`config.mk`:
```
export PLATFORM = sky130hd
export DESIGN_NAME = mxint8_unpack_stream_flat
export DESIGN_NICKNAME = d
export VERILOG_FILES = /design/src/rtl/mxint8_unpack_stream_pkg.sv /design/src/rtl/mxint8_unpack_stream_if.sv /design/src/rtl/mxint8_element_to_float32.sv /design/src/rtl/mxint8_unpack_stream.sv /design/src/flat_wrapper.sv
export SDC_FILE = /design/constraint.sdc
export NUM_CORES = 1
export LEC_CHECK = 0
export BUFFER_PORTS_ARGS = -buffer_cell sky130_fd_sc_hd__buf_2
export CAP_MARGIN = 10
export CORE_MARGIN = 4
export CORE_UTILIZATION = 55
export CTS_BUF_LIST = sky130_fd_sc_hd__clkbuf_16
export DETAILED_ROUTE_END_ITERATION = 7
export GPL_TIMING_DRIVEN = 0
export PLACE_DENSITY = 0.91
export SYNTH_ARGS = -nofsm -noshare
export SYNTH_HDL_FRONTEND = slang
export SYNTH_SLANG_ARGS = --single-unit
```
`constraint.sdc`:
```
create_clock -name i_clk -period 14.63 [get_ports i_clk]
set_clock_uncertainty 0.05 [all_clocks]
set_input_delay 2.1945 -clock i_clk [delete_from_list [all_inputs] [get_ports i_clk]]
set_output_delay 2.1945 -clock i_clk [all_outputs]
set_load 0.03 [all_outputs]
```
`src/rtl/mxint8_unpack_stream_pkg.sv`:
```
// Shared constants for the MXINT8 block unpacker: block geometry, float32 field
// widths and the special encodings used by the element converter.
package mxint8_unpack_stream_pkg;

  localparam int DEFAULT_BLOCK_SIZE   = 32;
  localparam int SCALE_WIDTH          = 8;
  localparam int MXINT8_ELEMENT_WIDTH = 8;
  localparam int FLOAT32_WIDTH        = 32;
  localparam int FLOAT32_EXP_WIDTH    = 8;
  localparam int FLOAT32_MANT_WIDTH   = 23;

  localparam logic [FLOAT32_WIDTH-1:0]      FLOAT32_QNAN     = 32'h7FC00000;
  localparam logic [FLOAT32_EXP_WIDTH-1:0]  FLOAT32_MAX_EXP  = 8'hFE;
  localparam logic [FLOAT32_MANT_WIDTH-1:0] FLOAT32_MANT_MAX = 23'h7FFFFF;
  localparam logic [SCALE_WIDTH-1:0]        SCALE_NAN        = 8'hFF;

  function automatic logic [FLOAT32_WIDTH-1:0] float32_pack(
    input logic                          sign,
    input logic [FLOAT32_EXP_WIDTH-1:0]  exp_f,
    input logic [FLOAT32_MANT_WIDTH-1:0] mant
  );
    return {sign, exp_f, mant};
  endfunction

endpackage

```
`src/rtl/mxint8_unpack_stream_if.sv`:
```
// Block-in / beat-out handshake bundle for mxint8_unpack_stream.
// slave = the unpacker, master = the producer/consumer side around it.
interface mxint8_unpack_stream_if #(
  parameter int BLOCK_SIZE  = mxint8_unpack_stream_pkg::DEFAULT_BLOCK_SIZE,
  parameter int INDEX_WIDTH = $clog2(BLOCK_SIZE)
);
  import mxint8_unpack_stream_pkg::*;

  logic                                       i_valid;
  logic                                       o_ready;
  logic [SCALE_WIDTH-1:0]                     i_scale;
  logic [MXINT8_ELEMENT_WIDTH*BLOCK_SIZE-1:0] i_mxint8_elements;
  logic                                       o_valid;
  logic                                       i_ready;
  logic [FLOAT32_WIDTH-1:0]                   o_float32;
  logic [INDEX_WIDTH-1:0]                     o_index;
  logic                                       o_last;

  modport slave (
    input  i_valid, i_scale, i_mxint8_elements, i_ready,
    output o_ready, o_valid, o_float32, o_index, o_last
  );

  modport master (
    output i_valid, i_scale, i_mxint8_elements, i_ready,
    input  o_ready, o_valid, o_float32, o_index, o_last
  );

endinterface

```
`src/rtl/mxint8_element_to_float32.sv`:
```
// Combinational conversion of one MXINT8 element (Q1.6 two's complement) under
// a biased shared scale into an exact float32; only scale overflow clamps.
module mxint8_element_to_float32
  import mxint8_unpack_stream_pkg::*;
(
  input  logic [SCALE_WIDTH-1:0]          i_scale,
  input  logic [MXINT8_ELEMENT_WIDTH-1:0] i_element,
  output logic [FLOAT32_WIDTH-1:0]        o_float32
);

  logic               sign;
  logic [8:0]         mag;
  logic [2:0]         lead;
  logic signed [9:0]  exp_s;
  logic [23:0]        sig_full;
  logic [9:0]         rsh;

  always_comb begin
    sign = i_element[7];
    // 9-bit magnitude so that -128 maps to 128 instead of wrapping
    mag  = sign ? (9'd0 - {1'b1, i_element}) : {1'b0, i_element};
    lead = 3'd0;
    for (int b = 0; b < 8; b++) begin
      if (mag[b]) lead = 3'(b);
    end
    exp_s    = $signed({2'b00, i_scale}) + $signed({7'd0, lead}) - 10'sd6;
    sig_full = {15'd0, mag} << (5'd23 - {2'd0, lead});
    rsh      = 10'd1 - $unsigned(exp_s);

    if (i_scale == SCALE_NAN) begin
      o_float32 = FLOAT32_QNAN;
    end else if (i_element == '0) begin
      o_float32 = '0;
    end else if (exp_s >= 10'sd255) begin
      o_float32 = float32_pack(sign, FLOAT32_MAX_EXP, FLOAT32_MANT_MAX);
    end else if (exp_s <= 10'sd0) begin
      // E >= -6 here, so the right shift never drops a set bit
      o_float32 = float32_pack(sign, 8'd0, 23'(sig_full >> rsh));
    end else begin
      o_float32 = float32_pack(sign, exp_s[7:0], sig_full[22:0]);
    end
  end

endmodule

```
`src/rtl/mxint8_unpack_stream.sv`:
```
// Accepts one MXINT8 block and streams BLOCK_SIZE float32 beats, element 0 first.
// MXINT8_UNPACK_PINGPONG_EN adds a pending buffer for zero-bubble back-to-back blocks.
//
// state      | meaning
// ST_IDLE    | no active block; ready for a new one
// ST_STREAM  | active block buffered; emitting beat index_q
module mxint8_unpack_stream
  import mxint8_unpack_stream_pkg::*;
#(
  parameter int BLOCK_SIZE  = DEFAULT_BLOCK_SIZE,
  parameter int INDEX_WIDTH = $clog2(BLOCK_SIZE)
) (
  input  logic                 i_clk,
  input  logic                 i_rst,
  mxint8_unpack_stream_if.slave bus
);

  localparam int ELEMS_W = MXINT8_ELEMENT_WIDTH * BLOCK_SIZE;
  localparam logic [0:0] ST_IDLE   = 1'b0;
  localparam logic [0:0] ST_STREAM = 1'b1;
  localparam logic [INDEX_WIDTH-1:0] LAST_INDEX = INDEX_WIDTH'(BLOCK_SIZE - 1);

  logic [0:0]                      state_q, state_d;
  logic                            rdy_en_q, rdy_en_d;
  logic [INDEX_WIDTH-1:0]          index_q, index_d;
  logic [SCALE_WIDTH-1:0]          scale_q, scale_d;
  logic [ELEMS_W-1:0]              elems_q, elems_d;
  logic                            stream_on, beat_last, xfer, accept;
  logic [MXINT8_ELEMENT_WIDTH-1:0] elem_sel;
  logic [FLOAT32_WIDTH-1:0]        conv;

`ifdef MXINT8_UNPACK_PINGPONG_EN
  logic                   pend_valid_q, pend_valid_d;
  logic [SCALE_WIDTH-1:0] pend_scale_q, pend_scale_d;
  logic [ELEMS_W-1:0]     pend_elems_q, pend_elems_d;

  assign bus.o_ready = rdy_en_q && (!stream_on || !pend_valid_q);
`else
  assign bus.o_ready = rdy_en_q && !stream_on;
`endif

  always_comb begin
    stream_on = (state_q == ST_STREAM);
    beat_last = stream_on && (index_q == LAST_INDEX);
    xfer      = stream_on && bus.i_ready;
    accept    = bus.i_valid && bus.o_ready;
  end

  always_comb begin
    state_d  = state_q;
    rdy_en_d = 1'b1;
    index_d  = index_q;
    scale_d  = scale_q;
    elems_d  = elems_q;
`ifdef MXINT8_UNPACK_PINGPONG_EN
    pend_valid_d = pend_valid_q;
    pend_scale_d = pend_scale_q;
    pend_elems_d = pend_elems_q;
`endif
    if (!stream_on) begin
      if (accept) begin
        state_d = ST_STREAM;
        index_d = '0;
        scale_d = bus.i_scale;
        elems_d = bus.i_mxint8_elements;
      end
    end else if (xfer && beat_last) begin
      index_d = '0;
`ifdef MXINT8_UNPACK_PINGPONG_EN
      // accept is only possible here when nothing is pending
      if (pend_valid_q) begin
        scale_d      = pend_scale_q;
        elems_d      = pend_elems_q;
        pend_valid_d = 1'b0;
      end else if (accept) begin
        scale_d = bus.i_scale;
        elems_d = bus.i_mxint8_elements;
      end else begin
        state_d = ST_IDLE;
      end
`else
      state_d = ST_IDLE;
`endif
    end else begin
      if (xfer) index_d = index_q + 1'b1;
`ifdef MXINT8_UNPACK_PINGPONG_EN
      if (accept) begin
        pend_valid_d = 1'b1;
        pend_scale_d = bus.i_scale;
        pend_elems_d = bus.i_mxint8_elements;
      end
`endif
    end
  end

  always_ff @(posedge i_clk or posedge i_rst) begin
    if (i_rst) begin
      state_q  <= ST_IDLE;
      rdy_en_q <= 1'b0;
      index_q  <= '0;
      scale_q  <= '0;
      elems_q  <= '0;
    end else begin
      state_q  <= state_d;
      rdy_en_q <= rdy_en_d;
      index_q  <= index_d;
      scale_q  <= scale_d;
      elems_q  <= elems_d;
    end
  end

`ifdef MXINT8_UNPACK_PINGPONG_EN
  always_ff @(posedge i_clk or posedge i_rst) begin
    if (i_rst) begin
      pend_valid_q <= 1'b0;
      pend_scale_q <= '0;
      pend_elems_q <= '0;
    end else begin
      pend_valid_q <= pend_valid_d;
      pend_scale_q <= pend_scale_d;
      pend_elems_q <= pend_elems_d;
    end
  end
`endif

  assign elem_sel = elems_q[{index_q, 3'b000} +: MXINT8_ELEMENT_WIDTH];

  mxint8_element_to_float32 u_conv (
    .i_scale   (scale_q),
    .i_element (elem_sel),
    .o_float32 (conv)
  );

  assign bus.o_valid   = stream_on;
  assign bus.o_index   = index_q;
  assign bus.o_last    = beat_last;
  assign bus.o_float32 = stream_on ? conv : '0;

endmodule
```
`src/flat_wrapper.sv`:
```
// flat-port wrapper written by rule: the top's interface ports become plain ports
module mxint8_unpack_stream_flat import mxint8_unpack_stream_pkg::*;
#(
  parameter int BLOCK_SIZE  = DEFAULT_BLOCK_SIZE,
  parameter int INDEX_WIDTH = $clog2(BLOCK_SIZE)
)
  (i_clk, i_rst, bus_i_valid, bus_i_scale, bus_i_mxint8_elements, bus_i_ready, bus_o_ready, bus_o_valid, bus_o_float32, bus_o_index, bus_o_last);
  mxint8_unpack_stream_if #(.BLOCK_SIZE(BLOCK_SIZE), .INDEX_WIDTH(INDEX_WIDTH)) bus_i ();
  input  logic i_clk;
  input  logic i_rst;
  input wire logic [$bits(bus_i.i_valid)-1:0] bus_i_valid;
  input wire logic [$bits(bus_i.i_scale)-1:0] bus_i_scale;
  input wire logic [$bits(bus_i.i_mxint8_elements)-1:0] bus_i_mxint8_elements;
  input wire logic [$bits(bus_i.i_ready)-1:0] bus_i_ready;
  output wire logic [$bits(bus_i.o_ready)-1:0] bus_o_ready;
  output wire logic [$bits(bus_i.o_valid)-1:0] bus_o_valid;
  output wire logic [$bits(bus_i.o_float32)-1:0] bus_o_float32;
  output wire logic [$bits(bus_i.o_index)-1:0] bus_o_index;
  output wire logic [$bits(bus_i.o_last)-1:0] bus_o_last;
  assign bus_i.i_valid = bus_i_valid;
  assign bus_i.i_scale = bus_i_scale;
  assign bus_i.i_mxint8_elements = bus_i_mxint8_elements;
  assign bus_i.i_ready = bus_i_ready;
  assign bus_o_ready = bus_i.o_ready;
  assign bus_o_valid = bus_i.o_valid;
  assign bus_o_float32 = bus_i.o_float32;
  assign bus_o_index = bus_i.o_index;
  assign bus_o_last = bus_i.o_last;
  mxint8_unpack_stream #(.BLOCK_SIZE(BLOCK_SIZE), .INDEX_WIDTH(INDEX_WIDTH)) u_core (.i_clk(i_clk), .i_rst(i_rst), .bus(bus_i));
endmodule
```
==> results.yml, run 1 <==
critical_path:
  cp.arrival_ps: 10360
  cp_slowest_stage_delay_ps: 770
  crit_path_start_kind: "flip-flop"
  path_class: "reg2out"
  end_kind: "output pin"
  crit_end: "bus_o_float32[9]"
  crit_top_cell: "buf_2"
  r2r-start: "u_core.bus.o_valid"
  cp-startpoint: "u_core.bus.o_index[1]"
  r2r_cells: 5
  reg2reg_to: "u_core.elems_q[189]"
  path_max_fanout: 10
  crit_required_ps: 12390
  cp_slowest_cell: "buf_1"
  r2r_setup_slack_ps: 11700
route:
  via_per_inst: 6.459
  dr.pass1.iters: 5
  ant_nets: 0
  drt-initial-drc-count: 1027
  via_count: 11897
  wirelength_um: 47830
  drc: 0
  routedWlPerCell_um: 25.97
sta:
  fin_crit_sh_pct: 86.18
  fmax_ghz: 0.07931
  slew_violations: 0
  worst_pin_slew_ps: 1054
  setup_viol: 0
  layout_min_cycle_time_ps: 12610
  finalHoldViolations: 0
  rsz0062_at_grt: "false"
  slew_headroom_pct: 29.12
  setup_tns_ps: 0
clock_network:
  clock_sinks: 271
  clk_pin_slew_ps: 60
  cts_setup_buffers: 0
  cts_root_buf: "clkbuf_16"
  cts-resized-gates: 0
  htree_levels: 1
  clockBufferDepth: 3
  cts_tree: "yes"
  clk-insertion-delay-late_ps: 530
  postCtsHoldBufs: 0
  numCtsBuffers: 27
synth:
  synth-edff-count: 0
  ys.warnings.count: 0
  syn_inst: 1130
  syn_nets: 1416
  synthSimpleGateAreaFrac_pct: 6.955
  synth_mux_area_share_pct: 33.26
  synth_seq_area_share_pct: 46.19
  syn_area_um2: 14680
  synth_seq_cells: 271
  syn_avg_cell_area_um2: 12.99
  synth_top_family_by_area: "multiplexers"
  synthFlopType: "dfrtp_1"
  async_flop_share_pct: 100.0
  synth_compound_area_share_pct: 8.540
  synthAdderAreaFrac_pct: 1.585
  ys_types: 86
  synth_xor_area_share_pct: 0.5369
layout:
  syn2layout_area_growth_pct: 19.85
  drive_gt1_share_pct: 49.09
  regArea_um2: 6782
  final_nets: 1754
  fillerInstances: 1803
  multiInputGateArea_um2: 7472
die:
  die_area_um2: 29370
  die_y_um: 171.4
  core_area_um2: 26130
  io_pins: 308
  rows: 59
  fp.dieW_um: 171.4
  start_util_pct: 56.18
status:
  status: "finished, final reports clean"
grt:
  grt_antenna_before_repair: 29
  grt_max_degree: 123
  overflow: 0
  grt_pass1_wl_um: 70440
  grt_pass1_vias: 12069
  grt_usage_pct: 31.66
hold_path:
  worstHoldPathType: "reg2reg"
  worstHoldPathCells: 1
place:
  gp_congestion: 0.9534
  port_buffers: 307
  dpl.hpwl_um: 35600
job:
  cap_violations: 0
## per-stage QoR
step | hold WS, ps | worst slack, ps | utilization [%] | cell area, um2 | cells
6_report | 453.3 | 2022 | 67.33 | 17590 | 1842
5_1_grt | 464.0 | 1564 | 67.32 | 17590 | 1841
4_1_cts | 452.8 | 2179 | 67.12 | 17540 | 1820
3_5_place_dp | 439.0 | 2759 | 63.90 | 16700 | 1774
3_3_place_gp | 431.6 | 2353 | 63.66 | 16640 | 1772
2_1_floorplan | 420.4 | 4547 | - | 14680 | 1130
## cells in the mapped netlist (10+ instances only)
master / number / share of area [%]
a21oi_1: 39 / 1.3
nor2_1: 44 / 1.1
inv_1: 21 / 0.54
nor3_1: 13 / 0.44
a211oi_1: 12 / 0.61
mux4_2: 65 / 10
mux2i_1: 22 / 1.5
nand3_1: 22 / 0.75
and2_1: 12 / 0.51
clkbuf_1: 48 / 1.2
o21a_1: 10 / 0.51
dfrtp_1: 271 / 46
mux2_2: 268 / 21
nand2_1: 53 / 1.4
o21ai_0: 20 / 0.68
ha_1: 17 / 1.4
## metal layers
layer	track usage, %	part of all wire [%]	vias up
met5	0	0.17	-
met2	53.52	50	738
met1	37.95	36	5974
met3	7.194	8.0	205
met4	16.91	5.9	12
li1	-	-	4968
## flip-flops by register name, summed over array words and instances (netlist names)
register            count
u_core.elems_q        256
u_core.scale_q          8
u_core.bus.o_index      5
u_core.bus.o_valid      1
u_core.rdy_en_q         1
## cell families after synthesis
logic type | after synthesis
multiplexers | 364
flip-flops | 271
AND/OR/NAND/NOR | 199
AO/OA/AOI/OAI | 177
buffers and inverters | 91
adder cells (fa/ha/maj) | 18
XOR/XNOR | 9
other | 1
## critical path, delay by kind of cell, from the launching register on
kind | cells | cell delay (ps)
compound gates | 7 | 2810
buf+inv | 8 | 2580
simple gates | 6 | 1380
mux | 3 | 1330
fa+ha+maj | 3 | 990
flops | 1 | 520
xor+xnor | 1 | 190
## layout by cell type (no fill, tap or decap), drive strengths merged, types with 5 or more instances in the layout
master / instances
nor2b: 7
diode: 22
and2: 14
mux4: 68
nor2: 44
inv: 30
o31ai: 8
a21o: 8
nand4: 6
ha: 17
clkbuf: 75
o21a: 10
buf: 329
and3: 6
nand2b: 8
dfrtp: 271
clkinv: 9
or2: 8
nand2: 55
mux2: 269
a22oi: 8
a211oi: 13
o21ai: 23
a21oi: 41
a31oi: 5
xnor2: 8
o22ai: 7
nand3: 22
nor3: 14
o221ai: 6
mux2i: 27
## layout make-up
type | count | share of cell area (%)
Multi-Input combinational cell | 768 | 42.47
Timing Repair Buffer | 309 | 9.046
Inverter | 23 | 0.5334
Clock buffer | 27 | 3.840
Clock inverter | 19 | 0.9387
Antenna cell | 22 | 0.3129
Buffer | 68 | 1.934
Sequential cell | 271 | 38.54
Tap cell | 335 | 2.382
## worst min-delay path by stage
stage                              startpoint             endpoint  slack, ps
after global routing      u_core.elems_q[146]  u_core.elems_q[146]        460
final                      u_core.elems_q[38]   u_core.elems_q[38]        450
after floorplan           u_core.elems_q[201]  u_core.elems_q[201]        420
after detailed placement  u_core.elems_q[244]  u_core.elems_q[244]        440
after CTS                 u_core.elems_q[244]  u_core.elems_q[244]        450
after global placement    u_core.elems_q[189]  u_core.elems_q[189]        430
Power of run 1 is not shown: default switching activity piles up to over one toggle a cycle in this logic, so the estimate is an artifact.
==> run 2: changes to the inputs <==
--- a/config.mk
+++ b/config.mk
@@ -7,12 +7,15 @@
 export LEC_CHECK = 0
 export BUFFER_PORTS_ARGS = -buffer_cell sky130_fd_sc_hd__buf_2
 export CAP_MARGIN = 10
+export CELL_PAD_IN_SITES_DETAIL_PLACEMENT = 1
+export CELL_PAD_IN_SITES_GLOBAL_PLACEMENT = 1
 export CORE_MARGIN = 4
-export CORE_UTILIZATION = 55
+export CORE_UTILIZATION = 40
 export CTS_BUF_LIST = sky130_fd_sc_hd__clkbuf_16
 export DETAILED_ROUTE_END_ITERATION = 7
 export GPL_TIMING_DRIVEN = 0
-export PLACE_DENSITY = 0.91
+export PLACE_DENSITY = 0.85
+export REMOVE_ABC_BUFFERS = 1
 export SYNTH_ARGS = -nofsm -noshare
 export SYNTH_HDL_FRONTEND = slang
 export SYNTH_SLANG_ARGS = --single-unit
==> results.yml, run 2 (synthesis gave the netlist of run 1 again) <==
critical_path:
  critPathBufInv: 5
  reg2reg_to: "u_core.elems_q[196]"
  crit_end: "bus_o_float32[21]"
  cp.depth: 28
  r2r_setup_slack_ps: 11450
  cp_slowest_stage_delay_ps: 810
  cp.arrival_ps: 9740
  crit_family: "compound AO/OA/AOI/OAI gates"
  path_class: "reg2out"
  crit_top_cell: "ha_1"
  crit_path_start_kind: "flip-flop"
  crit_required_ps: 12390
  cp_slowest_cell: "dfrtp_4"
  r2r-start: "u_core.bus.o_valid"
  cp-startpoint: "u_core.bus.o_index[0]"
  end_kind: "output pin"
  path_max_fanout: 38
  r2r_cells: 6
route:
  dr.pass1.iters: 5
  via_per_inst: 5.628
  routedWlPerCell_um: 23.22
  drc: 0
  ant_nets: 0
  wirelength_um: 44440
  via_count: 10772
  drt-initial-drc-count: 503
clock_network:
  htree_levels: 1
  numCtsBuffers: 28
  clk_pin_slew_ps: 70
  postCtsHoldBufs: 0
  cts_root_buf: "clkbuf_16"
  cts-resized-gates: 0
  clock_sinks: 271
  clockBufferDepth: 3
  cts_tree: "yes"
  cts_setup_buffers: 0
  clk-insertion-delay-late_ps: 550
sta:
  layout_min_cycle_time_ps: 11980
  timing.hold.ws_ps: 450.9
  slew_headroom_pct: 22.57
  fin_crit_sh_pct: 81.88
  fmax_ghz: 0.08348
  setup_tns_ps: 0
  rsz0062_at_grt: "false"
  worst_pin_slew_ps: 1161
  setup_viol: 0
  slew_violations: 0
  finalHoldViolations: 0
die:
  core_area_um2: 35910
  start_util_pct: 40.88
  fp.dieW_um: 199.6
  die_area_um2: 39830
  die_y_um: 199.6
  io_pins: 308
  rows: 69
grt:
  overflow: 0
  grt_pass1_vias: 12226
  grt_pass1_wl_um: 68810
  grt_usage_pct: 21.82
  grt_max_degree: 117
  grt_antenna_before_repair: 33
layout:
  fillerInstances: 3793
  final_common_cell: "buf_2"
  finalNonFillerCells: 1914
  final_nets: 1696
  top_register: "u_core.elems_q"
  design_area_um2: 17710
  syn2layout_area_growth_pct: 20.64
  largest_reg_flops: 256
  drive_gt1_share_pct: 51.12
  most-common-layout-cells: "buf_2, mux2_2, dfrtp_1, mux4_2, nand2_1"
place:
  placed_cells: 1841
  gp_congestion: 0.8560
  dpl.hpwl_um: 32340
  place_area_um2: 16750
  port_buffers: 307
hold_path:
  worstHoldPathType: "reg2reg"
  worstHoldPathCells: 1
status:
  status: "finished, final reports clean"
job:
  cap_violations: 0
-- run 2: cell types whose count changed in the layout (fill, tap and decap cells not counted), moves of 2 or more --
cell	previous run	this run
buf_6	4	0
clkinvlp_4	0	2
dfrtp_4	0	2
buf_8	3	0
buf_4	3	1
buf_12	0	2
buf_16	2	8
buf_1	2	0
clkbuf_1	48	0
buf_2	315	307
inv_1	27	24
dfrtp_1	271	268
-- run 2: how the worst min path moves through the flow --
stage / startpoint / to
finish: u_core.elems_q[50] / u_core.elems_q[50]
global route: u_core.elems_q[50] / u_core.elems_q[50]
CTS: u_core.elems_q[65] / u_core.elems_q[65]
floorplan: u_core.elems_q[201] / u_core.elems_q[201]
global placement: u_core.elems_q[209] / u_core.elems_q[209]
detailed placement: u_core.elems_q[65] / u_core.elems_q[65]
-- run 2: metrics by stage --
stage / util (%) / setup slack (ps)
finish: 49.31 / 2650
global route: 49.29 / 1918
CTS: 49.15 / 2550
detailed placement: 46.64 / 3172
global placement: 45.81 / 291.1
floorplan: - / 2899
-- run 2: final cells by class --
| type | instances | area [um2] | area share [%] |
|---|---|---|---|
| clock buffers | 28 | 700.7 | 3.956 |
| diodes | 23 | 57.56 | 0.3250 |
| inverters | 23 | 93.84 | 0.5298 |
| well taps | 461 | 576.8 | 3.257 |
| flip-flops and latches | 271 | 6790 | 38.34 |
| clock inverters | 22 | 202.7 | 1.144 |
| repair buffers | 318 | 1804 | 10.19 |
| multi-input cells | 768 | 7485 | 42.26 |
-- run 2: metal layers --
layer / up-vias / GRT usage [%] / share of wire, %
li1: 4852 / - / -
met4: 24 / 6.289 / 2.4
met3: 85 / 5.733 / 6.9
met5: - / 0 / 0.32
met2: 322 / 38.95 / 52
met1: 5489 / 25.98 / 38
Power of run 2 is left out for the same reason.
==> run 3: changes to the inputs <==
--- a/config.mk
+++ b/config.mk
@@ -5,6 +5,7 @@
 export SDC_FILE = /design/constraint.sdc
 export NUM_CORES = 1
 export LEC_CHECK = 0
+export ABC_AREA = 1
 export BUFFER_PORTS_ARGS = -buffer_cell sky130_fd_sc_hd__buf_2
 export CAP_MARGIN = 10
 export CELL_PAD_IN_SITES_DETAIL_PLACEMENT = 1
@@ -14,7 +15,7 @@
 export CTS_BUF_LIST = sky130_fd_sc_hd__clkbuf_16
 export DETAILED_ROUTE_END_ITERATION = 7
 export GPL_TIMING_DRIVEN = 0
-export PLACE_DENSITY = 0.85
+export PLACE_DENSITY = 0.89
 export REMOVE_ABC_BUFFERS = 1
 export SYNTH_ARGS = -nofsm -noshare
 export SYNTH_HDL_FRONTEND = slang
==> constraint.sdc (replaced) <==
create_clock -name i_clk -period 12.5 [get_ports i_clk]
set_clock_uncertainty 0.05 [all_clocks]
set_input_delay 1.875 -clock i_clk [delete_from_list [all_inputs] [get_ports i_clk]]
set_output_delay 1.875 -clock i_clk [all_outputs]
set_load 0.03 [all_outputs]
==> results.yml, run 3 <==
synth:
  ys_types: 47
  ys.warnings.count: 0
  syn_avg_cell_area_um2: 9.111
  async_flop_share_pct: 100.0
  synth-edff-count: 0
  synth_seq_cells: 271
  yosys-top-cells-count: "nand2_1, dfrtp_1, mux2_2, nand3_1, a21oi_1"
  synth_top_area_cell: "dfrtp_1"
  synthFlopType: "dfrtp_1"
  yosysMostFrequentCell: "nand2_1"
  netlist.area_leader.share_pct: 46.03
  syn_area_um2: 14730
  synth_area_leaders: "dfrtp_1, mux2_2, nand2_1, nand3_1, a21oi_1"
  syn_inst: 1617
  synth_seq_area_share_pct: 46.03
layout:
  drive_gt1_share_pct: 33.86
  final_nets: 2158
  finalNonFillerCells: 2383
  fillerInstances: 4312
  syn2layout_area_growth_pct: 19.95
  largest_reg_flops: 256
  final_common_cell: "nand2_1"
  top_register: "u_core.elems_q"
  most-common-layout-cells: "nand2_1, buf_2, dfrtp_1, mux2_2, nand3_1"
  final_util_pct: 48.50
clock_network:
  cts_root_buf: "clkbuf_16"
  htree_levels: 1
  cts_setup_buffers: 0
  clk-insertion-delay-late_ps: 580
  clockBufferDepth: 3
  postCtsHoldBufs: 0
  cts_tree: "yes"
  clock_sinks: 271
  numCtsBuffers: 31
  cts-resized-gates: 0
  clk_pin_slew_ps: 60
critical_path:
  cp_slowest_cell: "inv_2"
  crit_path_start_kind: "flip-flop"
  path_class: "reg2out"
  cp_slowest_stage_delay_ps: 890
  cp.arrival_ps: 9580
  end_kind: "output pin"
  path_max_fanout: 45
  crit_top_cell: "inv_1"
  crit_required_ps: 10570
die:
  fp.dieW_um: 199.9
  io_pins: 308
  rows: 70
  start_util_pct: 40.44
  die_area_um2: 39970
  die_y_um: 199.9
  core_area_um2: 36430
route:
  routedWlPerCell_um: 21.38
  ant_nets: 0
  drc: 0
  drt-initial-drc-count: 554
  via_per_inst: 5.477
  wirelength_um: 50960
  via_count: 13051
  dr.pass1.iters: 4
place:
  preCtsSetupSlack_ps: 1629
  placed_cells: 2306
  dpl.hpwl_um: 34400
  gp_congestion: 0.8377
  port_buffers: 307
sta:
  finalHoldViolations: 0
  slew_headroom_pct: 19.31
  layout_min_cycle_time_ps: 11510
  slew_violations: 0
  fin_ws_ps: 990.2
  rsz0062_at_grt: "false"
  fmax_ghz: 0.08688
  fin_crit_sh_pct: 92.08
  worst_pin_slew_ps: 1210
  setup_viol: 0
job:
  cap_violations: 0
grt:
  grtUsageMet3_pct: 4.330
  overflow: 0
  grt_pass1_wl_um: 77780
  gr-usage-met1_pct: 29.63
  grt_antenna_before_repair: 26
  grt.busiest_layer: "met2"
  grt_max_degree: 111
  grt_usage_pct: 24.50
  grtUsageMet2_pct: 43.91
  grt_pass1_vias: 14144
hold_path:
  worstHoldPathType: "reg2reg"
status:
  status: "finished, final reports clean"
run 3: cell count changes in the layout (fill, tap and decap cells not counted), sizes merged, moves of 43 or more:
cell   before  now
nor2       44   94
a21oi      41  120
nand3      22  189
nand2      55  359
o21ai      23   67
mux4       68    0
mux2      269  226
inv        27  108
run 3: stage by stage:
step / cell area (um2) / hold WS (ps) / TNS, ps
2_1_floorplan: 14230 / 421.4 / 0
3_3_place_gp: 16350 / 433.9 / -102380
3_5_place_dp: 16640 / 442.8 / 0
4_1_cts: 17600 / 456.0 / 0
5_1_grt: 17670 / 460.9 / 0
6_report: 17670 / 456.2 / 0
run 3: critical path: cells and delay by family, from the launching register on:
kind | cells | cell delay, ps
XOR/XNOR | 1 | 160
flip-flops | 1 | 530
adder cells (fa/ha/maj) | 3 | 1060
buffers and inverters | 11 | 3030
AO/OA/AOI/OAI | 8 | 1320
AND/OR/NAND/NOR | 16 | 2870
run 3: cell type report:
type	instances	area [um2]	share of cell area, %
Antenna cell	19	47.55	0.2690
Clock inverter	26	177.7	1.005
Sequential cell	271	6787	38.40
Timing Repair Buffer	318	1832	10.37
Inverter	100	385.4	2.181
Tap cell	468	585.6	3.314
Multi-Input combinational cell	1150	7082	40.07
Clock buffer	31	775.7	4.390
run 3: worst paths after layout:
| check | startpoint | endpoint | slack [ps] | cells past startpoint |
|---|---|---|---|---|
| setup / recovery | u_core.bus.o_index[1] | bus_o_float32[4] | 990 | 39 |
| hold / removal | u_core.elems_q[123] | u_core.elems_q[123] | 460 | 1 |
| setup reg to reg | u_core.bus.o_index[3] | u_core.bus.o_index[2] | 9600 | 7 |
| hold reg to reg | u_core.elems_q[123] | u_core.elems_q[123] | 460 | 1 |
| max in group asynchronous | i_rst | u_core.bus.o_index[0] | 10200 | 3 |
| min in group asynchronous | i_rst | u_core.elems_q[15] | 1270 | 2 |
run 3: cell families after synthesis:
logic type | after synthesis | share of synthesized area, %
adders and majority gates | 18 | 1.580
xor gates and xnor gates | 8 | 0.4756
buffers and inverters | 196 | 5.953
muxes | 226 | 17.27
AOI/OAI and AO/OA | 210 | 7.610
DFF | 271 | 46.03
other | 1 | 0.02545
and+or+nand+nor | 687 | 21.05
run 3: metal layers:
metal	part of all wire (%)	vias up
met5	0.17	-
met4	3.1	18
met3	4.3	116
met2	53	322
met1	40	6606
li1	-	5989
Power of run 3 is left out for the same reason.
